[src/rtl/ex_stage.sv]
// ex_stage -- pipeline execute stage with EX/MEM output register.
//
// Purpose:
//   Selects forwarded operands and runs the ALU (add, sub, and, or, slt)
//   as decoded from ALUOp/funct. The result and the pass-through control
//   fields are captured in the EX/MEM register. An optional iterative
//   unsigned multiplier (funct 011000) stalls the upstream pipeline for
//   33 cycles while it runs 32 shift-add steps.
//
// Configuration:
//   EX_STAGE_MULT_EN  defined   -> multiplier FSM built, stall_out live.
//                     undefined -> funct 011000 decodes as unknown
//                                  (result 0), stall_out tied to 0.
//
// Ports:
//   clk                     rising-edge clock
//   reset                   synchronous, active-low reset
//   WB_in, M_in             writeback / memory control from ID/EX
//   ALUSrc_in               1: operand B = sign_extended_in
//   ALUOp_in                ALU op class (00 add, 01 sub, 11 and, 10 funct)
//   RegDst_in               1: destination rd, 0: destination rt
//   RDdata1_in, RDdata2_in  register operands
//   sign_extended_in        immediate operand
//   Inst_20_to_16_in (rt), Inst_15_to_11_in (rd), Inst_5_to_0_in (funct)
//   fwdA_in, fwdB_in        forwarding selects (10 EX/MEM, 01 MEM/WB)
//   exmem_fwd_data_in, memwb_fwd_data_in  forwarded values
//   WB_out, M_out, ALU_result_out, store_data_out, WriteReg_out, Zero_out
//                           registered EX/MEM outputs
//   stall_out               combinational; holds PC, IF/ID and ID/EX
module ex_stage (
    input  logic        clk,
    input  logic        reset,
    input  logic [1:0]  WB_in,
    input  logic [1:0]  M_in,
    input  logic        ALUSrc_in,
    input  logic [1:0]  ALUOp_in,
    input  logic        RegDst_in,
    input  logic [31:0] RDdata1_in,
    input  logic [31:0] RDdata2_in,
    input  logic [31:0] sign_extended_in,
    input  logic [4:0]  Inst_20_to_16_in,
    input  logic [4:0]  Inst_15_to_11_in,
    input  logic [5:0]  Inst_5_to_0_in,
    input  logic [1:0]  fwdA_in,
    input  logic [1:0]  fwdB_in,
    input  logic [31:0] exmem_fwd_data_in,
    input  logic [31:0] memwb_fwd_data_in,
    output logic [1:0]  WB_out,
    output logic [1:0]  M_out,
    output logic [31:0] ALU_result_out,
    output logic [31:0] store_data_out,
    output logic [4:0]  WriteReg_out,
    output logic        Zero_out,
    output logic        stall_out
);

    typedef enum logic [2:0] {
        ALU_ADD,
        ALU_SUB,
        ALU_AND,
        ALU_OR,
        ALU_SLT,
        ALU_MULT,
        ALU_NONE
    } alu_op_t;

    logic [31:0] op_a;
    logic [31:0] fwd_b;
    logic [31:0] op_b;
    alu_op_t     alu_op;
    logic [31:0] alu_result;
    logic [31:0] ex_result;
    logic [4:0]  write_reg;

    // Forwarding: 11 falls back to the register value like 00.
    always_comb begin
        op_a = RDdata1_in;
        case (fwdA_in)
            2'b10:   op_a = exmem_fwd_data_in;
            2'b01:   op_a = memwb_fwd_data_in;
            default: op_a = RDdata1_in;
        endcase
    end

    always_comb begin
        fwd_b = RDdata2_in;
        case (fwdB_in)
            2'b10:   fwd_b = exmem_fwd_data_in;
            2'b01:   fwd_b = memwb_fwd_data_in;
            default: fwd_b = RDdata2_in;
        endcase
    end

    assign op_b      = ALUSrc_in ? sign_extended_in : fwd_b;
    assign write_reg = RegDst_in ? Inst_15_to_11_in : Inst_20_to_16_in;

    always_comb begin
        alu_op = ALU_NONE;
        case (ALUOp_in)
            2'b00: alu_op = ALU_ADD;
            2'b01: alu_op = ALU_SUB;
            2'b11: alu_op = ALU_AND;
            default: begin
                case (Inst_5_to_0_in)
                    6'b100000: alu_op = ALU_ADD;
                    6'b100010: alu_op = ALU_SUB;
                    6'b100100: alu_op = ALU_AND;
                    6'b100101: alu_op = ALU_OR;
                    6'b101010: alu_op = ALU_SLT;
`ifdef EX_STAGE_MULT_EN
                    6'b011000: alu_op = ALU_MULT;
`endif
                    default:   alu_op = ALU_NONE;
                endcase
            end
        endcase
    end

    // Mult yields 0 here; its product comes from the accumulator in DONE.
    always_comb begin
        alu_result = '0;
        case (alu_op)
            ALU_ADD: alu_result = op_a + op_b;
            ALU_SUB: alu_result = op_a - op_b;
            ALU_AND: alu_result = op_a & op_b;
            ALU_OR:  alu_result = op_a | op_b;
            ALU_SLT: alu_result = {31'b0, ($signed(op_a) < $signed(op_b))};
            default: alu_result = '0;
        endcase
    end

`ifdef EX_STAGE_MULT_EN
    typedef enum logic [1:0] {
        IDLE,
        BUSY,
        DONE
    } mult_state_t;

    mult_state_t state;
    mult_state_t state_next;
    logic [4:0]  cnt;
    logic [31:0] mul_a;
    logic [31:0] mul_b;
    logic [31:0] acc;
    logic        is_mult;
    logic        fsm_stall;

    assign is_mult = (alu_op == ALU_MULT);

    always_ff @(posedge clk) begin
        if (!reset) begin
            state <= IDLE;
            cnt   <= '0;
            mul_a <= '0;
            mul_b <= '0;
            acc   <= '0;
        end else begin
            state <= state_next;
            case (state)
                IDLE: begin
                    if (is_mult) begin
                        mul_a <= op_a;
                        mul_b <= op_b;
                        acc   <= '0;
                        cnt   <= '0;
                    end
                end
                BUSY: begin
                    // One partial product per cycle; cnt wraps to 0 after 31.
                    acc <= acc + (mul_b[cnt] ? (mul_a << cnt) : '0);
                    cnt <= cnt + 5'd1;
                end
                default: ;
            endcase
        end
    end

    always_comb begin
        state_next = state;
        fsm_stall  = 1'b0;
        case (state)
            IDLE: begin
                if (is_mult) begin
                    state_next = BUSY;
                    fsm_stall  = 1'b1;
                end
            end
            BUSY: begin
                fsm_stall = 1'b1;
                if (cnt == 5'd31) begin
                    state_next = DONE;
                end
            end
            DONE:    state_next = IDLE;
            default: state_next = IDLE;
        endcase
    end

    assign ex_result = (state == DONE) ? acc : alu_result;
    assign stall_out = reset & fsm_stall;
`else
    assign ex_result = alu_result;
    assign stall_out = 1'b0;
`endif

    // EX/MEM register; a stall inserts a bubble downstream.
    always_ff @(posedge clk) begin
        if (!reset || stall_out) begin
            WB_out         <= '0;
            M_out          <= '0;
            ALU_result_out <= '0;
            store_data_out <= '0;
            WriteReg_out   <= '0;
            Zero_out       <= 1'b0;
        end else begin
            WB_out         <= WB_in;
            M_out          <= M_in;
            ALU_result_out <= ex_result;
            store_data_out <= fwd_b;
            WriteReg_out   <= write_reg;
            Zero_out       <= (ex_result == '0);
        end
    end

endmodule

[config.mk]
export PLATFORM = sky130hd
export DESIGN_NAME = ex_stage
export DESIGN_NICKNAME = d
export VERILOG_FILES = /design/src/rtl/ex_stage.sv
export SDC_FILE = /design/constraint.sdc
export NUM_CORES = 1
export LEC_CHECK = 0
export CORE_MARGIN = 3
export CORE_UTILIZATION = 40
export CTS_CLUSTER_DIAMETER = 60
export DETAILED_ROUTE_END_ITERATION = 16
export PLACE_DENSITY = 0.67
export SLEW_MARGIN = 0
export SYNTH_ARGS = -nofsm -noshare
export SYNTH_HDL_FRONTEND = slang
export SYNTH_SLANG_ARGS = --single-unit
export TNS_END_PERCENT = 50
[constraint.sdc]
create_clock -name clk -period 6.6 [get_ports clk]
set_clock_uncertainty 0.1 [all_clocks]
set_input_delay 0.66 -clock clk [delete_from_list [all_inputs] [get_ports clk]]
set_output_delay 0.66 -clock clk [all_outputs]
set_load 0.1 [all_outputs]
==> impl_metrics.json <==
{
  "post_cts_buffers": 0,
  "critical-path-max-stage-delay_ns": 0.60,
  "place_area_um2": 12500,
  "multi_input_area_um2": 7190,
  "clkTransAtPathRegs_ns": 0.06,
  "tightest_slew_ns": 1.14,
  "fillers": 2218,
  "grt_start_max_net_pins": 65,
  "antenna_found_initial": 1,
  "syn_nets": 1675,
  "clockBufferDepth": 2,
  "portBuffers": 263,
  "crit_family": "compound AO/OA/AOI/OAI gates",
  "drv_slew": 0,
  "cp.arrival_ns": 6.35,
  "grt_overflow_total": 0,
  "crit_top_cell": "a21oi_1",
  "setup_viol": 0,
  "startpoint": "fwdB_in[1]",
  "async_reset_ff_share_pct": 0,
  "grt_pass1_wl_um": 63100,
  "finalHoldViolCount": 0,
  "path_class": "primary input to flop",
  "synth-seq-area-share_pct": 15.7,
  "cp_slowest_cell": "o311ai_2",
  "p_per_area_nw_per_um2": 224,
  "routabilityCongestion": 1.01,
  "grt_pass1_vias": 11000,
  "setup_tns_ns": 0,
  "stdcell_count": 1918,
  "routed_wl_um": 41600,
  "min_from": "WB_in[0]",
  "cp-end-kind": "flop",
  "clock-sinks": 74,
  "syn_avg_cell_area_um2": 6.88,
  "root_buffer": "clkbuf_16",
  "die-area_um2": 25500,
  "initial_core_util_pct": 41.2,
  "p_leak_nw": 5.20,
  "first_iter_violations": 1179,
  "synthCells": 1371,
  "drc_errors": 0,
  "hold_path_end": "WB_out[0]",
  "cts_buffers": 9,
  "hold_class": "primary input to flop",
  "synth_edf_count": 0,
  "final-seq-area_um2": 1480,
  "postCtsHoldBufs": 0,
  "num_vias": 11500,
  "cp_max_fo": 21,
  "critPathLaunchType": "primary input",
  "ir_drop_uv": 133,
  "yosysTopAreaCellShare_pct": 15.7,
  "maxCapViolations": 0,
  "yosys.area.top_type": "dfxtp_1",
  "min_path_cells": 2,
  "critical_path_buf_inv_count": 4,
  "synth-seq-cells": 74,
  "routed_via_density": 5.98,
  "synth_ff_type": "dfxtp_1",
  "boundaryPins": 265,
  "ys.warnings.count": 0,
  "syn_to_final_growth_pct": 35.9,
  "htree_num_levels": 3,
  "fin_crit_ns": 6.18,
  "insertedDiodeCount": 0,
  "syn-cell-area_um2": 9430,
  "fmax_mhz": 162,
  "ys_top_cells_by_count": "nor2_1 (162), nand2_1 (132), a21oi_1 (113), ha_1 (112), o21ai_0 (106)",
  "core-area_um2": 22900,
  "yosysMostFrequentCell": "nor2_1",
  "period_share_pct": 93.6,
  "path_cells": "clkdlybuf4s50_1 > inv_1 > ha_1 > buf_4 > a22oi_1 > nor2_1 > a21oi_1 > o21a_1 > inv_1 > fa_1 > o21bai_1 > a21oi_1 > o311ai_2 > o211ai_1 > a21oi_1 > a31oi_1 > a211o_1 > a2111oi_0 > nand4_1 > nor4_2",
  "dp_hpwl_um": 33800,
  "yosys-top-cells-area": "dfxtp_1 (16%), ha_1 (15%), nor2_1 (6.4%)",
  "nets": 1904,
  "required_ns": 6.77,
  "grt_util_all_layers_pct": 31.3,
  "antenna_left": 0,
  "row_count": 55,
  "fin_area_um2": 12800,
  "drive_gt1_share_pct": 6.23,
  "place_inst": 1902,
  "cts_tree": "built",
  "synth_cell_types": 89,
  "die_x_um": 160,
  "fp.dieH_um": 160,
  "grt_setup_unrepaired": "false",
  "slew_headroom_pct": 23.2,
  "wl_per_cell_um": 21.7,
  "fin_hold_ws_ns": 0.791,
  "first_pass_iters": 6,
  "cts_resized": 0,
  "status": "completed"
}
layout make-up:
type / instances / area share [%]
multi-input cells: 1097 / 56.1
repair buffers: 313 / 23.5
flip-flops and latches: 74 / 11.6
inverters: 105 / 3.07
well taps: 313 / 3.05
clock buffers: 9 / 1.76
clock inverters: 7 / 0.966
layer usage:
layer / wire length, um / track usage (%)
met1: 17100 / 40.7
met2: 18900 / 50.8
met3: 4420 / 7.96
met4: 1190 / 9.83
met5: 13 / 0
layout by cell type (no fill, tap or decap), types with 30 or more instances in the layout:
cell type          n
a21oi_1          112
o21ai_0          106
nor3_1            30
clkdlybuf4s50_1  262
inv_1            103
a22oi_1           65
nand2_1          132
nor2_1           162
buf_4             49
ha_1             111
dfxtp_1           74
where the power goes:
part	switching (W)	internal (W)
combinational	0.00119	0.000583
sequential	0.0000122	0.000495
clock	0.000218	0.000373
total	0.00142	0.00145
cell families after synthesis:
kind of cell	Yosys count	synth area share [%]
buf+inv	200	8.36
xor+xnor	12	1.11
other cells	1	0.0398
compound gates	483	34.4
mux	10	1.07
flops	74	15.7
simple gates	477	24.0
fa+ha+maj	114	15.3
worst max path at each step:
stage | endpoint | slack (ns) | cells after the start
finish | Zero_out | 0.42 | 20
global route | Zero_out | 0.14 | 19
CTS | Zero_out | 0.53 | 17
detailed placement | Zero_out | 0.18 | 20
global placement | Zero_out | 0.12 | 19
floorplan | Zero_out | 1.81 | 19
metrics by stage:
stage               total power [W]  utilization, %  setup slack, ns
global placement            0.00225            54.4            0.117
floorplan                   0.00168               -             1.81
finish                      0.00287            56.0            0.423
detailed placement          0.00225            54.4            0.177
global route                0.00301            56.0            0.138
CTS                         0.00285            56.0            0.529
flip-flops by register name, summed over array words and instances (netlist names):
register / cells
WriteReg_out: 5
WB_out: 2
ALU_result_out: 32
store_data_out: 32
M_out: 2
Zero_out: 1
(Power assumes the default switching activity.)
